--- config.mk ---
export PLATFORM = sky130hd
export DESIGN_NAME = mc_maindec
export DESIGN_NICKNAME = d
export VERILOG_FILES = /design/src/rtl/mc_maindec.sv
export SDC_FILE = /design/constraint.sdc
export NUM_CORES = 1
export LEC_CHECK = 0
export BUFFER_PORTS_ARGS = -buffer_cell sky130_fd_sc_hd__buf_2
export CAP_MARGIN = 15
export CORE_MARGIN = 2
export CORE_UTILIZATION = 55
export CTS_BUF_LIST = sky130_fd_sc_hd__clkbuf_16
export DETAILED_ROUTE_END_ITERATION = 10
export GPL_TIMING_DRIVEN = 0
export PLACE_DENSITY = 0.8
export SLEW_MARGIN = 20
export SYNTH_ARGS = -nofsm -noshare
export SYNTH_HDL_FRONTEND = slang
export SYNTH_SLANG_ARGS = --single-unit
--- constraint.sdc ---
create_clock -name clk -period 2.89 [get_ports clk]
set_clock_uncertainty 0.05 [all_clocks]
set_input_delay 0.578 -clock clk [delete_from_list [all_inputs] [get_ports clk]]
set_output_delay 0.578 -clock clk [all_outputs]
set_load 0.05 [all_outputs]
--- src/rtl/mc_maindec.sv ---
// -----------------------------------------------------------------------------
// mc_maindec -- multicycle main controller for the MIPS core.
//
// Sequences each instruction over several cycles through a single shared
// memory port (request held until mem_ready). Control outputs are decoded from
// the current state; FETCH's irwrite/pcwrite follow mem_ready in the same cycle.
// Illegal opcodes (including bne/ori when disabled by parameter) enter an
// absorbing TRAP state. A retired-instruction counter wraps modulo 2^CNT_W.
//
// Parameters:
//   EN_BNE    1 = opcode 000101 executes as bne, 0 = traps
//   EN_ORI    1 = opcode 001101 executes as ori, 0 = traps
//   CNT_W     width of the retired-instruction counter
// Ports:
//   clk, reset_n (async, active low)
//   op         opcode field from the instruction register
//   mem_ready  memory completes the current access this cycle
//   mem_req, iord, memwrite, irwrite, pcwrite, regwrite
//   branch, branch_ne, alusrca, regdst, memtoreg, zeroext
//   alusrcb, pcsrc, aluop (2 bits each)
//   trap       illegal opcode seen, sticky until reset
//   instret    completed-instruction count
// -----------------------------------------------------------------------------
module mc_maindec #(
    parameter bit EN_BNE = 1'b1,
    parameter bit EN_ORI = 1'b1,
    parameter int CNT_W  = 32
) (
    input  logic             clk,
    input  logic             reset_n,
    input  logic [5:0]       op,
    input  logic             mem_ready,
    output logic             mem_req,
    output logic             iord,
    output logic             memwrite,
    output logic             irwrite,
    output logic             pcwrite,
    output logic             regwrite,
    output logic             branch,
    output logic             branch_ne,
    output logic             alusrca,
    output logic             regdst,
    output logic             memtoreg,
    output logic             zeroext,
    output logic [1:0]       alusrcb,
    output logic [1:0]       pcsrc,
    output logic [1:0]       aluop,
    output logic             trap,
    output logic [CNT_W-1:0] instret
);

    localparam logic [5:0] OP_R    = 6'b000000;
    localparam logic [5:0] OP_LW   = 6'b100011;
    localparam logic [5:0] OP_SW   = 6'b101011;
    localparam logic [5:0] OP_BEQ  = 6'b000100;
    localparam logic [5:0] OP_BNE  = 6'b000101;
    localparam logic [5:0] OP_ADDI = 6'b001000;
    localparam logic [5:0] OP_ORI  = 6'b001101;
    localparam logic [5:0] OP_J    = 6'b000010;

    typedef enum logic [3:0] {
        S_FETCH,
        S_DECODE,
        S_MEMADR,
        S_MEMRD,
        S_MEMWB,
        S_MEMWR,
        S_EXEC,
        S_ALUWB,
        S_BRANCH,
        S_IEXEC,
        S_IWB,
        S_JUMP,
        S_TRAP
    } state_t;

    state_t           state_q, state_d;
    logic [5:0]       op_q;
    logic [CNT_W-1:0] instret_q;
    logic             retire;

    localparam logic [CNT_W-1:0] CNT_ONE = {{(CNT_W-1){1'b0}}, 1'b1};

    // Dispatch target out of DECODE, taken from the live opcode.
    function automatic state_t decode_target(input logic [5:0] opc);
        state_t t;
        case (opc)
            OP_LW, OP_SW: t = S_MEMADR;
            OP_R:         t = S_EXEC;
            OP_BEQ:       t = S_BRANCH;
            OP_BNE:       t = EN_BNE ? S_BRANCH : S_TRAP;
            OP_ADDI:      t = S_IEXEC;
            OP_ORI:       t = EN_ORI ? S_IEXEC : S_TRAP;
            OP_J:         t = S_JUMP;
            default:      t = S_TRAP;
        endcase
        return t;
    endfunction

    // Next state; retire marks the final cycle of a completed instruction.
    always_comb begin
        state_d = state_q;
        retire  = 1'b0;
        case (state_q)
            S_FETCH:  if (mem_ready) state_d = S_DECODE;
            S_DECODE: state_d = decode_target(op);
            S_MEMADR: state_d = (op_q == OP_LW) ? S_MEMRD : S_MEMWR;
            S_MEMRD:  if (mem_ready) state_d = S_MEMWB;
            S_MEMWB: begin
                state_d = S_FETCH;
                retire  = 1'b1;
            end
            S_MEMWR: begin
                if (mem_ready) begin
                    state_d = S_FETCH;
                    retire  = 1'b1;
                end
            end
            S_EXEC:   state_d = S_ALUWB;
            S_ALUWB: begin
                state_d = S_FETCH;
                retire  = 1'b1;
            end
            S_BRANCH: begin
                state_d = S_FETCH;
                retire  = 1'b1;
            end
            S_IEXEC:  state_d = S_IWB;
            S_IWB: begin
                state_d = S_FETCH;
                retire  = 1'b1;
            end
            S_JUMP: begin
                state_d = S_FETCH;
                retire  = 1'b1;
            end
            S_TRAP:   state_d = S_TRAP;
            default:  state_d = S_TRAP;
        endcase
    end

    always_ff @(posedge clk or negedge reset_n) begin
        if (!reset_n) begin
            state_q   <= S_FETCH;
            op_q      <= 6'd0;
            instret_q <= '0;
        end else begin
            state_q <= state_d;
            // The opcode is latched on leaving DECODE; later states ignore op.
            if (state_q == S_DECODE) begin
                op_q <= op;
            end
            if (retire) begin
                instret_q <= instret_q + CNT_ONE;
            end
        end
    end

    assign instret = instret_q;

    // Control decode. Everything is held at zero while reset_n is low so the
    // datapath sees no request or write even in the reset cycle itself.
    always_comb begin
        mem_req   = 1'b0;
        iord      = 1'b0;
        memwrite  = 1'b0;
        irwrite   = 1'b0;
        pcwrite   = 1'b0;
        regwrite  = 1'b0;
        branch    = 1'b0;
        branch_ne = 1'b0;
        alusrca   = 1'b0;
        regdst    = 1'b0;
        memtoreg  = 1'b0;
        zeroext   = 1'b0;
        alusrcb   = 2'b00;
        pcsrc     = 2'b00;
        aluop     = 2'b00;
        trap      = 1'b0;
        if (reset_n) begin
            case (state_q)
                S_FETCH: begin
                    mem_req = 1'b1;
                    alusrcb = 2'b01;
                    // IR and PC+4 are written in the cycle the fetch completes.
                    irwrite = mem_ready;
                    pcwrite = mem_ready;
                end
                S_DECODE: begin
                    alusrcb = 2'b11;
                end
                S_MEMADR: begin
                    alusrca = 1'b1;
                    alusrcb = 2'b10;
                end
                S_MEMRD: begin
                    mem_req = 1'b1;
                    iord    = 1'b1;
                end
                S_MEMWB: begin
                    memtoreg = 1'b1;
                    regwrite = 1'b1;
                end
                S_MEMWR: begin
                    mem_req  = 1'b1;
                    iord     = 1'b1;
                    memwrite = 1'b1;
                end
                S_EXEC: begin
                    alusrca = 1'b1;
                    aluop   = 2'b10;
                end
                S_ALUWB: begin
                    regdst   = 1'b1;
                    regwrite = 1'b1;
                end
                S_BRANCH: begin
                    alusrca   = 1'b1;
                    aluop     = 2'b01;
                    pcsrc     = 2'b01;
                    branch    = (op_q == OP_BEQ);
                    branch_ne = (op_q == OP_BNE);
                end
                S_IEXEC: begin
                    alusrca = 1'b1;
                    alusrcb = 2'b10;
                    if (op_q == OP_ORI) begin
                        aluop   = 2'b11;
                        zeroext = 1'b1;
                    end
                end
                S_IWB: begin
                    regwrite = 1'b1;
                end
                S_JUMP: begin
                    pcsrc   = 2'b10;
                    pcwrite = 1'b1;
                end
                S_TRAP: begin
                    trap = 1'b1;
                end
                default: begin
                    trap = 1'b0;
                end
            endcase
        end
    end

endmodule

==> out/results.ini, run 1 <==
[sta]
finalHoldViolCount = 0
finalSetupTns_ns = 0
slew_violations = 0
setup_viol = 0
timing.final.crit_period_ns = 2.80
rsz0062_at_grt = no
clock.fmax_ghz = 0.358
slew-limit-headroom_pct = 56.6
finalCritPeriodShare_pct = 96.8
hold_ws_ns = 0.163
worstMarginPinSlew_ns = 0.646

[die]
die_h_um = 68.8
io_pins = 60
dieArea_um2 = 4730
initial_core_util_pct = 57.2
core_area_um2 = 4030
num_rows = 23
die_x_um = 68.8

[global_route]
grt.total_usage_pct = 24.9
grt_overflow_total = 0
grt_first_pass_wirelength_mm = 8.68
grt_max_degree = 51
grt_pass1_vias = 1845
antenna_found_initial = 0

[setup_path]
cp.arrival_ns = 2.17
cp_max_fo = 10
worstSetupPathType = reg2out
endpoint = aluop[1]
r2r_cells = 5
timing.rr.end = instret[31]
cp-end-kind = primary output
crit_start = state_q[2]
r2r-start = instret[14]
cp.required_ns = 2.26
r2r_slack_ns = 0.87
start_kind = register

[cts]
clkTransAtPathRegs_ns = 0.06
cts_tree = built
clk_latency_ns = 0.29
clock_sinks = 42
post_cts_buffers = 0
cts_hold_buf = 0
cts_htree_levels = 2
clock_path_buffers = 2
root_buffer = clkbuf_16
cts-buffers-inserted = 5

[detailed_routing]
drt-pass1-iter-count = 4
wire_per_inst_um = 15.6
drc_errors = 0
vias = 2003
vias_per_cell = 5.82
ant_nets = 0
wl_mm = 5.36
drt_iter0_drc = 127

[yosys]
netlist_instances = 227
synth_seq_area_share_pct = 45.6
ys_ff_latch = 42
postSynthAreaPerCell_um2 = 10.2
synth_edf_count = 0
synth_fp_nets = 237
synth_cell_type_count = 48
synth_area_um2 = 2310
yosys_warnings = 0
ys.flop_type = dfrtp_1
synthArstFlopShare_pct = 100

[cells_and_area]
drive_above_1_share_pct = 30.6
area_growth_pct = 23.1
instances_no_fill = 344
layout.nets = 303
diodes = 0

[pwr]
worst_ir_drop_vdd_mv = 0.449
leakage_nw = 1.33
p_per_area_nw_per_um2 = 854

[status]
outcome = finished clean

[place]
portBuffers = 59
dp_hpwl_mm = 3.71
place.gp.congestion = 0.812
dp.cells = 336

[flow_run]
timing.max_cap.violations = 0

[hold_path]
timing.hold.worst.class = in2async

==> report_power, final <==
part / internal, mW / switching [mW]
logic: 0.329 / 0.714
clock network: 0.317 / 0.233
registers: 0.699 / 0.133
==> worst max-delay path, cell delays in order, from the launching register on <==
cell     delay, ns
dfrtp_1       0.36
buf_2         0.19
nor2b_1       0.20
nand2_1       0.14
or4_1         0.62
o21ai_0       0.13
buf_4         0.24
==> logic make-up after synthesis <==
kind of cell,after synthesis,synth area share (%)
multiplexers,7,3.42
buffers and inverters,12,2.33
AND/OR/NAND/NOR,108,28.2
flip-flops,42,45.6
XOR/XNOR,33,12.5
adder cells (fa/ha/maj),1,0.543
AO/OA/AOI/OAI,24,7.38
==> cell type report <==
| cell class | count | area (um^2) |
|---|---|---|
| buffer | 8 | 38.8 |
| timing repair buffer | 59 | 304 |
| sequential | 42 | 1050 |
| clock inverter | 3 | 17.5 |
| fill | 312 | 1190 |
| clock buffer | 5 | 125 |
| multi-input combinational | 173 | 1220 |
| inverter | 4 | 15.0 |
| tap | 50 | 62.6 |
==> metal layers <==
layer / track usage [%] / vias up / wire (um)
met1: 33.5 / 971 / 2360
met4: 11.5 / 0 / 104
met5: 0 / - / 0
met3: 3.57 / 9 / 317
met2: 40.0 / 74 / 2580
li1: - / 949 / -
==> metrics by stage <==
| step | total power [mW] | setup WS (ns) | cell area [um^2] | utilization (%) |
|---|---|---|---|---|
| 4_1_cts | 2.42 | 0.0490 | 2840 | 70.4 |
| 2_1_floorplan | 1.64 | -0.110 | 2330 | - |
| 6_report | 2.42 | 0.0929 | 2840 | 70.4 |
| 3_5_place_dp | 1.87 | -0.461 | 2690 | 66.7 |
| 5_1_grt | 2.56 | 0.00806 | 2840 | 70.4 |
| 3_3_place_gp | 1.85 | -0.460 | 2690 | 66.7 |
==> worst min path at each step <==
| stage | start | endpoint |
|---|---|---|
| 2_1_floorplan | reset_n | instret[0] |
| 3_3_place_gp | instret[31] | instret[31] |
| 3_5_place_dp | instret[31] | instret[31] |
| 4_1_cts | reset_n | instret[1] |
| 5_1_grt | reset_n | instret[7] |
| 6_report | reset_n | state_q[0] |
==> sequential cells by signal, indices dropped and copies added, names as in the netlist <==
register / count
op_q: 6
state_q: 4
instret: 32
==> layout by cell type, fill, tap and decap left out, types with 2 or more instances in the layout <==
cell,instances
nand3b_1,2
dfrtp_1,42
clkbuf_16,5
nand4_1,16
nor4_1,3
o31ai_1,2
nor2b_1,4
buf_2,58
mux2_2,7
nor3_1,6
clkbuf_1,5
o21bai_1,2
nand2b_1,6
nand3_1,9
nor4b_1,2
and2_1,4
nor2_1,17
xor2_1,5
nor3_2,2
xnor2_1,28
nor4_2,2
nand2_1,16
a21oi_1,6
or4_1,2
o21ai_0,4
inv_1,5
and3_1,5
buf_4,3
==> cell usage after synthesis (4+ instances only) <==
cell / number / area, um^2
dfrtp_1: 42 / 1050
nand3_1: 9 / 45.0
xnor2_1: 28 / 245
inv_1: 4 / 15.0
xor2_1: 5 / 43.8
and3_1: 5 / 31.3
nor2_1: 17 / 63.8
nand4_1: 16 / 100
nor3_1: 7 / 35.0
clkbuf_1: 5 / 18.8
mux2_2: 7 / 78.8
a21oi_1: 6 / 30.0
nand2b_1: 6 / 37.5
nor4_1: 4 / 25.0
nor2b_1: 4 / 25.0
and2_1: 4 / 25.0
o21ai_0: 4 / 20.0
nand2_1: 16 / 60.1
==> timing repair <==
item / CTS / global route
endpoints found under the setup margin: 6 / 1
pin swaps: 0 / 0
cloned: 0 / 0
resized for setup: 2 / 2
(Power assumes the default switching activity.)
==> inputs of run 2 (changes only) <==
--- a/config.mk
+++ b/config.mk
@@ -5,14 +5,14 @@
 export SDC_FILE = /design/constraint.sdc
 export NUM_CORES = 1
 export LEC_CHECK = 0
-export BUFFER_PORTS_ARGS = -buffer_cell sky130_fd_sc_hd__buf_2
 export CAP_MARGIN = 15
 export CORE_MARGIN = 2
 export CORE_UTILIZATION = 55
 export CTS_BUF_LIST = sky130_fd_sc_hd__clkbuf_16
 export DETAILED_ROUTE_END_ITERATION = 10
+export DONT_BUFFER_PORTS = 1
 export GPL_TIMING_DRIVEN = 0
-export PLACE_DENSITY = 0.8
+export PLACE_DENSITY = 0.67
 export SLEW_MARGIN = 20
 export SYNTH_ARGS = -nofsm -noshare
 export SYNTH_HDL_FRONTEND = slang
==> out/results.ini, run 2 (synthesized netlist as in run 1, its figures left out) <==
[pwr]
p_int_mw = 1.37
leakage_nw = 1.10
switching_share_pct = 45.0
switchingPower_mw = 1.12
p_per_area_nw_per_um2 = 920
worst_ir_drop_vdd_mv = 0.718
pwr-share-seq_pct = 39.4
pwr-share-comb_pct = 38.3
pwr-share-clk_pct = 22.3

[cts]
clkTransAtPathRegs_ns = 0.06
clk_latency_ns = 0.28
root_buffer = clkbuf_16
cts-buffers-inserted = 5
cts_htree_levels = 2
clock_sinks = 42
clock_path_buffers = 2
cts_tree = built

[cells_and_area]
layout_common_cells = 41 x dfrtp_1, 28 x xnor2_1, 16 x nand4_1, 15 x nand2_1, 12 x nor2_1
final_util_pct = 67.3
diodes = 0
layout_commonest_cell = dfrtp_1
area_growth_pct = 17.6
final_area_um2 = 2710
drive_above_1_share_pct = 22.3
largest_register_ffs = 32
layout.nets = 251

[die]
num_rows = 23
dieArea_um2 = 4730
io_pins = 60
die_x_um = 68.8
die_h_um = 68.8
core_area_um2 = 4030
initial_core_util_pct = 57.2

[place]
portBuffers = 0
dp_hpwl_mm = 3.77
place.gp.congestion = 0.855
dpl_cell_area_um2 = 2410
pre_cts_ws_ns = -0.361

[detailed_routing]
drc_errors = 0
wire_per_inst_um = 18.2
vias_per_cell = 6.30
drt_iter0_drc = 154
wl_mm = 5.33
ant_nets = 0
drt-pass1-iter-count = 4
vias = 1840

[sta]
finalCritPeriodShare_pct = 101
worstMarginPinSlew_ns = 0.873
slew_violations = 0
clock.fmax_ghz = 0.344
fin_ws_ns = -0.0187
finalSetupTns_ns = -0.0187
setup_viol = 1
timing.final.crit_period_ns = 2.91
rsz0062_at_grt = yes
finalHoldViolCount = 0
slew-limit-headroom_pct = 41.6

[setup_path]
cp.required_ns = 2.26
crit_start = state_q[2]
worstSetupPathType = reg2out
cp.arrival_ns = 2.28
timing.rr.end = instret[31]
cp-end-kind = primary output
start_kind = register
r2r-start = instret[2]
cp_max_fo = 5
endpoint = branch
r2r_cells = 5
r2r_slack_ns = 0.57

[status]
outcome = finished, violations left
violations = negative setup slack

[global_route]
grt_max_degree = 43
grt_first_pass_wirelength_mm = 8.37
grt_overflow_total = 0
grt_pass1_vias = 1732
antenna_found_initial = 0
grt.total_usage_pct = 24.0

[flow_run]
timing.max_cap.violations = 0

[hold_path]
timing.hold.worst.class = in2async

-- run 2: power by group through the flow --
stage | clock network (mW) | registers (mW) | logic (mW)
5_1_grt | 0.599 | 1.00 | 1.03
3_5_place_dp | 0 | 0.989 | 0.813
6_report | 0.558 | 0.982 | 0.955
4_1_cts | 0.569 | 0.985 | 0.913
3_3_place_gp | 0 | 0.977 | 0.775
2_1_floorplan | 0 | 0.951 | 0.686
-- run 2: timing repair --
action / CTS / global route
gates resized for setup: 16 / 10
hold buffers: 1 / 0
endpoints found under the hold margin: 42 / 0
setup endpoints to repair: 8 / 6
pin swaps: 4 / 4
setup buffers: 5 / 1
-- run 2: layer usage --
layer / share of wire, % / track usage (%)
met5: 0 / 0
met4: 1.2 / 9.31
met3: 7.8 / 6.49
met2: 49 / 38.1
met1: 42 / 31.3
-- run 2: worst max-delay path: stages, from the launching register on --
cell	delay [ns]
dfrtp_1	0.38
buf_6	0.13
nor2b_4	0.14
nand2_4	0.08
nor3_4	0.47
nand3b_1	0.25
nor3b_4	0.56
-- run 2: how the worst min path moves through the flow --
stage                        endpoint  slack (ns)
final                     instret[19]        0.09
after global routing      instret[19]        0.10
after CTS                 instret[19]        0.09
after detailed placement  instret[10]        0.23
after global placement    instret[12]        0.23
after floorplan            instret[0]        0.23
-- run 2: metrics by stage --
step	total power, mW	cells	hold slack, ns
floorplan	1.64	227	0.232
global placement	1.75	277	0.233
detailed placement	1.80	277	0.233
CTS	2.47	291	0.0934
global route	2.63	292	0.101
finish	2.49	292	0.0863
-- run 2: layout make-up --
| class | instances | area (um^2) |
|---|---|---|
| sequential | 42 | 1050 |
| inverter | 4 | 15.0 |
| clock buffer | 5 | 125 |
| clock inverter | 3 | 25.0 |
| multi-input combinational | 173 | 1320 |
| fill | 329 | 1320 |
| tap | 50 | 62.6 |
| buffer | 8 | 50.0 |
| timing repair buffer | 7 | 65.1 |
